### config.mk
export PLATFORM = sky130hd
export DESIGN_NAME = tile_query_arbiter
export DESIGN_NICKNAME = d
export VERILOG_FILES = /design/src/rtl/tile_query_arbiter.sv
export SDC_FILE = /design/constraint.sdc
export NUM_CORES = 1
export LEC_CHECK = 0
export ABC_CLOCK_PERIOD_IN_PS = 3200
export BUFFER_PORTS_ARGS = -buffer_cell sky130_fd_sc_hd__buf_2
export CORE_MARGIN = 8
export CORE_UTILIZATION = 47
export DETAILED_ROUTE_END_ITERATION = 8
export PLACE_DENSITY = 0.79
export RECOVER_POWER = 50
export SETUP_SLACK_MARGIN = 0.3
export SLEW_MARGIN = 40
export SYNTH_ARGS = -nofsm -noshare
export SYNTH_HDL_FRONTEND = slang
export SYNTH_SLANG_ARGS = --single-unit
### constraint.sdc
create_clock -name movement_clock -period 3.2 [get_ports movement_clock]
set_clock_uncertainty 0.1 [all_clocks]
set_input_delay 0.64 -clock movement_clock [delete_from_list [all_inputs] [get_ports movement_clock]]
set_output_delay 0.64 -clock movement_clock [all_outputs]
set_load 0.05 [all_outputs]
### src/rtl/tile_query_arbiter.sv
// Round-robin arbiter sharing the tile RAM read port among movement controllers.
// Optional single-entry result cache enabled by defining TILE_QUERY_CACHE_EN.
module tile_query_arbiter #(
    parameter int unsigned       NUM_REQ = 4,
    parameter int unsigned       ROWS    = 12,
    parameter int unsigned       COLS    = 17,
    parameter int unsigned       ROW_W   = 4,
    parameter int unsigned       COL_W   = 5,
    parameter int unsigned       TILE_W  = 8,
    parameter logic [TILE_W-1:0] BDR     = '0
) (
    input  logic                     movement_clock,
    input  logic                     reset,
    input  logic [NUM_REQ-1:0]       req,
    input  logic [NUM_REQ*ROW_W-1:0] req_row,
    input  logic [NUM_REQ*COL_W-1:0] req_col,
    output logic [NUM_REQ-1:0]       gnt,
    output logic [NUM_REQ-1:0]       rsp_valid,
    output logic [TILE_W-1:0]        rsp_tile,
    output logic                     busy,
    output logic                     ram_rd_en,
    output logic [ROW_W-1:0]         ram_row,
    output logic [COL_W-1:0]         ram_col,
    input  logic [TILE_W-1:0]        ram_rd_data,
    input  logic                     map_wr
);

    localparam int unsigned PTR_W = (NUM_REQ > 1) ? $clog2(NUM_REQ) : 1;

    typedef enum logic [1:0] {StIdle, StRead, StData, StResp} state_e;

    state_e                state_q, state_d;
    logic [PTR_W-1:0]      rr_ptr_q, rr_ptr_d;
    logic [PTR_W-1:0]      w_q, w_d;
    logic                  oor_q, oor_d;
    logic [NUM_REQ-1:0]    gnt_q, gnt_d;
    logic [NUM_REQ-1:0]    rsp_valid_q, rsp_valid_d;
    logic [TILE_W-1:0]     rsp_tile_q, rsp_tile_d;
    logic                  busy_q, busy_d;
    logic                  ram_rd_en_q, ram_rd_en_d;
    logic [ROW_W-1:0]      ram_row_q, ram_row_d;
    logic [COL_W-1:0]      ram_col_q, ram_col_d;

    logic                  any_req;
    logic [PTR_W-1:0]      win;
    logic [PTR_W-1:0]      cand;
    logic [ROW_W-1:0]      win_row;
    logic [COL_W-1:0]      win_col;
    logic                  win_oor;
    logic                  cache_hit;

    // First set request at or above rr_ptr, wrapping at NUM_REQ.
    always_comb begin
        any_req = 1'b0;
        win     = '0;
        cand    = '0;
        for (int unsigned k = 0; k < NUM_REQ; k++) begin
            cand = PTR_W'((32'(rr_ptr_q) + k) % NUM_REQ);
            if (!any_req && req[cand]) begin
                any_req = 1'b1;
                win     = cand;
            end
        end
    end

    assign win_row = req_row[int'(win)*ROW_W +: ROW_W];
    assign win_col = req_col[int'(win)*COL_W +: COL_W];
    assign win_oor = ({1'b0, win_row} >= (ROW_W+1)'(ROWS)) ||
                     ({1'b0, win_col} >= (COL_W+1)'(COLS));

`ifdef TILE_QUERY_CACHE_EN
    logic              cache_valid_q, cache_valid_d;
    logic [ROW_W-1:0]  cache_row_q, cache_row_d;
    logic [COL_W-1:0]  cache_col_q, cache_col_d;
    logic [TILE_W-1:0] cache_tile_q, cache_tile_d;

    // A map write in the same cycle would make the cached tile stale.
    assign cache_hit = cache_valid_q && !map_wr && !win_oor &&
                       (cache_row_q == win_row) && (cache_col_q == win_col);
`else
    logic unused_map_wr;
    assign unused_map_wr = map_wr;
    assign cache_hit     = 1'b0;
`endif

    always_comb begin
        state_d     = state_q;
        rr_ptr_d    = rr_ptr_q;
        w_d         = w_q;
        oor_d       = oor_q;
        gnt_d       = '0;
        rsp_valid_d = '0;
        ram_rd_en_d = 1'b0;
        rsp_tile_d  = rsp_tile_q;
        ram_row_d   = ram_row_q;
        ram_col_d   = ram_col_q;
`ifdef TILE_QUERY_CACHE_EN
        cache_valid_d = cache_valid_q;
        cache_row_d   = cache_row_q;
        cache_col_d   = cache_col_q;
        cache_tile_d  = cache_tile_q;
`endif
        unique case (state_q)
            StIdle: begin
                if (any_req) begin
                    gnt_d[win] = 1'b1;
                    w_d        = win;
                    oor_d      = win_oor;
                    if (cache_hit) begin
                        rsp_valid_d[win] = 1'b1;
`ifdef TILE_QUERY_CACHE_EN
                        rsp_tile_d       = cache_tile_q;
`endif
                        state_d          = StResp;
                    end else begin
                        if (!win_oor) begin
                            ram_rd_en_d = 1'b1;
                            ram_row_d   = win_row;
                            ram_col_d   = win_col;
                        end
                        state_d = StRead;
                    end
                end
            end
            StRead: state_d = StData;
            StData: begin
                rsp_tile_d       = oor_q ? BDR : ram_rd_data;
                rsp_valid_d[w_q] = 1'b1;
`ifdef TILE_QUERY_CACHE_EN
                if (!oor_q) begin
                    cache_valid_d = 1'b1;
                    cache_row_d   = ram_row_q;
                    cache_col_d   = ram_col_q;
                    cache_tile_d  = ram_rd_data;
                end
`endif
                state_d = StResp;
            end
            StResp: begin
                rr_ptr_d = (w_q == PTR_W'(NUM_REQ - 1)) ? '0 : w_q + PTR_W'(1);
                state_d  = StIdle;
            end
            default: state_d = StIdle;
        endcase
`ifdef TILE_QUERY_CACHE_EN
        if (map_wr) cache_valid_d = 1'b0;
`endif
        busy_d = (state_d != StIdle);
    end

    always_ff @(posedge movement_clock or negedge reset) begin
        if (!reset) begin
            state_q     <= StIdle;
            rr_ptr_q    <= '0;
            w_q         <= '0;
            oor_q       <= 1'b0;
            gnt_q       <= '0;
            rsp_valid_q <= '0;
            rsp_tile_q  <= BDR;
            busy_q      <= 1'b0;
            ram_rd_en_q <= 1'b0;
            ram_row_q   <= '0;
            ram_col_q   <= '0;
        end else begin
            state_q     <= state_d;
            rr_ptr_q    <= rr_ptr_d;
            w_q         <= w_d;
            oor_q       <= oor_d;
            gnt_q       <= gnt_d;
            rsp_valid_q <= rsp_valid_d;
            rsp_tile_q  <= rsp_tile_d;
            busy_q      <= busy_d;
            ram_rd_en_q <= ram_rd_en_d;
            ram_row_q   <= ram_row_d;
            ram_col_q   <= ram_col_d;
        end
    end

`ifdef TILE_QUERY_CACHE_EN
    always_ff @(posedge movement_clock or negedge reset) begin
        if (!reset) begin
            cache_valid_q <= 1'b0;
            cache_row_q   <= '0;
            cache_col_q   <= '0;
            cache_tile_q  <= '0;
        end else begin
            cache_valid_q <= cache_valid_d;
            cache_row_q   <= cache_row_d;
            cache_col_q   <= cache_col_d;
            cache_tile_q  <= cache_tile_d;
        end
    end
`endif

    assign gnt       = gnt_q;
    assign rsp_valid = rsp_valid_q;
    assign rsp_tile  = rsp_tile_q;
    assign busy      = busy_q;
    assign ram_rd_en = ram_rd_en_q;
    assign ram_row   = ram_row_q;
    assign ram_col   = ram_col_q;

endmodule
# After elaboration in Yosys (flattened, before gate mapping)
# Cells that the tools add are included.
# Widths: inputs -> output; s select.
[op_classes] n_addsub=4 multipliers=1 bitwise=1 order_cmp=10 n_mux=30 n_reduce_logical=13 eq_ne=4 n_div=0 n_shift=2
[ops] cell="$shiftx 20x6->5" count=1
[ops] cell="$lt 2x3->1 const B" count=6
[ops] cell="$shiftx 16x5->4" count=1
[ops] cell="$mux 1" count=13
[ops] cell="$mux 2" count=6
[ops] cell="$mux 4" count=3
[ops] cell="$bmux 1 s2" count=4
[ops] cell="$mux 8" count=1
[ops] cell="$pmux 2 s4" count=1
[ops] cell="$eq 2x2->1 const B" count=3
[ops] cell="$ge 5x5->1 const B" count=1
[ops] cell="$logic_and 1x1->1" count=5
[ops] cell="$mul 2x3->5 const B" count=1
[ops] cell="$add 2x1->2 const B" count=2
[ops] cell="$add 2x2->2 const B" count=2
[ops] cell="$demux 1 s2" count=2
[ops] cell="$ge 2x1->1 const B" count=2
[ops] cell="$ge 4x4->1 const B" count=1
[ops] cell="$logic_not 1->1" count=3
[ops] cell="$reduce_and 3->1" count=1
[ops] cell="$eq 2x1->1 const B" count=1
[ops] cell="$logic_not 2->1" count=1
[ops] cell="$reduce_and 2->1" count=1
[ops] cell="$reduce_bool 2->1" count=1
[ops] cell="other kinds (2)" count=2
[totals] latch_bits=0 inputBits=51 out_inout_bits=27 wordCells=76 register_bits=34 n_memories=0 ramBits=0 mem_bits_ro=0

# Longest topological paths before layout
[depth] depth_word=19 mapped_depth=10 ltp_nobuf=8

# Worst setup path before layout
# Ideal clock, no wire load.
[synth_path] path_type="in2reg" start="input port req[3]" end="register ram_row_q[0], in the netlist ram_row[0]" setup_ns=0.125 slack_ns=0.653 arrival_time_ns=2.322 n_path_buf=1 stages=9 required_time_ns=2.975 cell_sequence="mux2i_1 -> nand2_2 -> and3_1 -> buf_6 -> a21oi_2 -> a32oi_1 -> o41ai_4 -> nand2_4 -> mux2_4"
[synth_via] elab_chain_cells=18 word_cells_on_any_way=30 cone_classes="mul: 1; order compare: 2; shift: 2; mux: 16; bitwise: 1; reduce/logical: 8"
[synth_rtl] element="start: declaration" line_no="14" source="input logic [NUM_REQ-1:0] req,"
[synth_rtl] element="$bmux 1 s2" line_no="59" source="if (!any_req && req[cand]) begin"
[synth_rtl] element="$mux 1 (implied by the code)" line_no="59"
[synth_rtl] element="$mux 1" line_no="59"
[synth_rtl] element="$logic_not 1->1" line_no="59"
[synth_rtl] element="$logic_and 1x1->1" line_no="59"
[synth_rtl] element="$mux 1" line_no="59"
[synth_rtl] element="$logic_not 1->1" line_no="59"
[synth_rtl] element="$logic_and 1x1->1" line_no="59"
[synth_rtl] element="(+2 left out)"
[synth_rtl] element="$logic_and 1x1->1" line_no="59"
[synth_rtl] element="$mux 2" line_no="59"
[synth_rtl] element="$mul 2x3->5" line_no="67" source="assign win_col = req_col[int'(win)*COL_W +: COL_W];"
[synth_rtl] element="$shiftx 20x6->5" line_no="67"
[synth_rtl] element="$ge 5x5->1" line_no="69" source="({1'b0, win_col} >= (COL_W+1)'(COLS));"
[synth_rtl] element="$logic_or 1x1->1" line_no="68" source="assign win_oor = ({1'b0, win_row} >= (ROW_W+1)'(ROWS)) ||"
[synth_rtl] element="$not 1->1 (no line)"
[synth_rtl] element="$reduce_and 3->1 (no line)"
[synth_rtl] element="end signal: assignment" line_no="174" source="ram_row_q <= ram_row_d;"
[synth_rtl] element="end: declaration" line_no="41" source="logic [ROW_W-1:0] ram_row_q, ram_row_d;"
# Several ways; a longest one is shown, not always the timed one. The select of a mux whose other input is x is not followed.
# A chain may end at the register's enable or synchronous reset.

# Worst setup path after layout
[layout_path] start="register rr_ptr_q[1]" end="register ram_row_q[1], in the netlist ram_row[1]"
[layout_via] elab_chain_cells=18 word_cells_on_any_way=33 cone_classes="add/sub: 3; mul: 1; order compare: 2; shift: 2; mux: 16; bitwise: 1; reduce/logical: 8"
[layout_rtl] element="start: declaration" line_no="33" source="logic [PTR_W-1:0] rr_ptr_q, rr_ptr_d;"
[layout_rtl] element="start signal: assignment" line_no="166" source="rr_ptr_q <= rr_ptr_d;"
[layout_rtl] element="branches (longest 18 deep; another with $mul 2x3->5)"
# Several ways; the timed one is not identified. The select of a mux whose other input is x is not followed.

==> summary.md <==
| Metric | Value |
|---|---|
| Crit-path leading delay family | multiplexers |
| Area of the multi-input gates | 880 um^2 |
| Longest Clk Path Bufs | 2 |
| Final Instance Area | 0.00231 mm^2 |
| Worst r2r dst | ram_row[1] |
| CP Launch Type | flop |
| Final setup viols | 0 |
| Most used cell, CP | mux2i_1 |
| Core Util, Final | 0.626 |
| Synth area leader | dfrtp_1 |
| Crit path capture | ram_row[1] |
| First drt pass iteration count | 4 |
| LEAKAGE | 1.22 nW |
| Post-route setup TNS | 0 ns |
| Diodes inserted | 0 |
| Area contributors post-synth | dfrtp_1 (47%), nand2_1 (5.6%), ha_1 (5.5%), mux2i_1 (5.0%), a31o_2 (3.9%) |
| Syn_nets | 227 |
| Register area | 851 um^2 |
| Slew headroom | -0.170 |
| Total track usage | 0.140 |
| RSZ-0062 raised after global routing | false |
| DRT Wirelength | 4200 um |
| Num rows | 22 |
| I/O pin count | 78 |
| Vias | 1,538 |
| Cell Chain, Critical Path | nand2b_1 > a21o_1 > nand3_2 > clkbuf_1 > mux2i_1 > mux2i_1 > o41ai_4 > buf_4 > nand2_4 > mux2_4 |
| Core area | 0.00369 mm^2 |
| EDFF count, synth | 0 |
| Post-synthesis average cell area | 10.8 um^2 |
| Worst Max-Slew Pin Slew | 1.76 ns |
| Async SR Flop Fraction | 1.00 |
| Failing checks | max-capacitance violations, max-slew violations |
| Kind of critical path | reg2reg |
| #FFs+latches synth | 34 |
| Hold Path Class | reg2reg |
| DRC | 0 |
| Vias in the first global route | 1,554 |
| Buffers and inverters on the worst path | 2 |
| Critical-path top delay cell | clkbuf_1 |
| Wire per inst | 14.1 um |
| Initial antenna violation count | 0 |
| First-pass GRT wire length | 7020 um |
| Clock insertion delay at the later pin of the skew report | 0.27 ns |
| Crit share post-route | 0.885 |
| GPL Wtd Cong | 0.783 |
| Synth cell types | 42 |
| CTS tree | built |
| GRT Residual Overflow | 0 |
| Slowest stage delay, CP | 0.46 ns |
| Clock transition at path regs | 0.07 ns |
| R2r setup slk | 0.37 ns |
| Count of final hold-check violations | 0 |
| Worst-path fanout max | 11 |
| CTS Sinks | 34 |
| Die W | 78.0 um |
| CP Capture Type | flop |
| I/O Buffers | 76 |
| Share of cells above drive strength 1 | 0.418 |
| Iteration-0 DRC Markers | 48 |
| Synth top area share | 0.470 |
| Register area share after synthesis | 0.470 |
| Die H | 78.0 um |
| Initial core utilization | 0.491 |
| Largest net degree at the start of global routing | 35 |
| CP required | 3.26 ns |
| Yosys warns | 0 |
| Synth Cell Area | 0.00181 mm^2 |
| Fmax | 353 MHz |
| Fin nets | 307 |
| Post-layout min period | 2.83 ns |
| Hold WS | 0.405 ns |
| Reg2reg start | rr_ptr_q[1] |
| P&R area growth vs syn | 27.5% |
| Max Cap Violations | 1 |
| Pwr Density | 1020 mW/mm^2 |
| Crit path depth | 10 |
| DR vias/cell | 5.18 |
| H-tree depth | 2 |
| ANT nets after route | 0 |
| Slew Viols, Final | 35 |
| R2R cell count | 10 |
| Synth Instances | 168 |
| VDD IR-drop max | 0.574 mV |
| Die area | 0.00609 mm^2 |
| Total CTS buffers | 5 |
| Critical Path Source | rr_ptr_q[1] |
| Status | complete, but fails checks |
| Filler cells | 335 |
| DP HPWL | 3280 um |
| Cts-stage hold buffer count | 0 |
| Placed Area | 0.00222 mm^2 |
| Critical Path AT | 2.89 ns |
| Top_reg_cell synth | dfrtp_1 |
| Root buf cell | clkbuf_8 |
==> layout by cell type (no fill, tap or decap), types with 3 or more instances in the layout <==
cell	instances
buf_2	70
dfrtp_1	34
nand2_1	27
mux2i_1	9
nor2b_1	8
a31o_2	8
ha_1	8
clkbuf_1	8
nor2_1	7
a21oi_1	7
inv_1	6
clkbuf_8	6
nor3_1	4
a32o_1	4
a32oi_1	3
buf_4	3
==> what timing repair did <==
item                                    CTS  global route
endpoints found under the hold margin     0             0
buffers inserted                          0             1
endpoints found under the setup margin    0             7
gates resized for setup                   0             1
==> routing by layer <==
metal / part of all wire / GRT usage / wire length, um
met3: 0.11 / 0.0740 / 471
met4: 0.0086 / 0.0426 / 36
met1: 0.42 / 0.160 / 1780
met2: 0.46 / 0.221 / 1910
met5: 0 / 0 / 0
==> final cells by class <==
class	instances	area share
clock buffer	7	0.0374
clock inverter	1	0.00217
inverter	7	0.0114
multi-input combinational	120	0.381
sequential	34	0.369
tap	48	0.0260
timing repair buffer	80	0.173
==> worst register-to-register path, cell delays in order, from the launching register on <==
cell	delay (ns)
dfrtp_1	0.44
nand2b_1	0.17
a21o_1	0.19
nand3_2	0.16
clkbuf_1	0.46
mux2i_1	0.19
mux2i_1	0.29
o41ai_4	0.14
buf_4	0.18
nand2_4	0.10
mux2_4	0.31
==> synthesized netlist by cell type (3+ instances only) <==
cell / number
nor3_1: 4
and2_1: 4
a32oi_1: 3
inv_1: 6
a31o_2: 8
nor2b_1: 8
dfrtp_1: 34
nor2_1: 7
and3_1: 3
nand2_1: 27
mux2i_1: 9
a21oi_1: 7
a32o_1: 4
ha_1: 8
clkbuf_1: 3
==> how the worst min path moves through the flow <==
stage,slack [ns],endpoint,from,cells past startpoint
after detailed placement,0.39,ram_col[1],ram_col[1],1
after global routing,0.43,ram_col[1],ram_col[1],1
after floorplan,0.24,busy,reset,0
after CTS,0.35,rsp_tile[0],reset,1
final,0.40,ram_col[1],ram_col[1],1
after global placement,0.39,ram_col[2],ram_col[2],1
==> power by group <==
part | internal [W] | switching, W | leakage (nW)
logic | 0.000439 | 0.000909 | 0.741
clock network | 0.000173 | 0.000140 | 0.0482
registers | 0.000589 | 0.0000917 | 0.435
total | 0.00120 | 0.00114 | 1.22
==> stage by stage <==
step           power (W)  instances  setup WS, ns
3_3_place_gp     0.00201        288         0.225
5_1_grt          0.00252        297         0.172
2_1_floorplan    0.00176        168         0.653
4_1_cts          0.00236        296         0.423
6_report         0.00234        297         0.368
3_5_place_dp     0.00204        288         0.150
==> registers in the layout (all words and copies together), names as in the netlist <==
signal and count:
ram_row 4, busy 1, rsp_tile 8, state_q 2, rr_ptr_q 2, oor_q 1, w_q 2, ram_rd_en 1
gnt 4, ram_col 5, rsp_valid 4
==> cells by family (layout without fill, tap and decap cells) <==
kind of cell             Yosys count  after routing  synth area share
AND/OR/NAND/NOR                   64             64             0.181
multiplexers                      14             14            0.0864
AO/OA/AOI/OAI                     34             34             0.163
flip-flops                        34             34             0.470
adder cells (fa/ha/maj)            8              8            0.0553
buffers and inverters             14             95            0.0443
(Power assumes the default switching activity.)
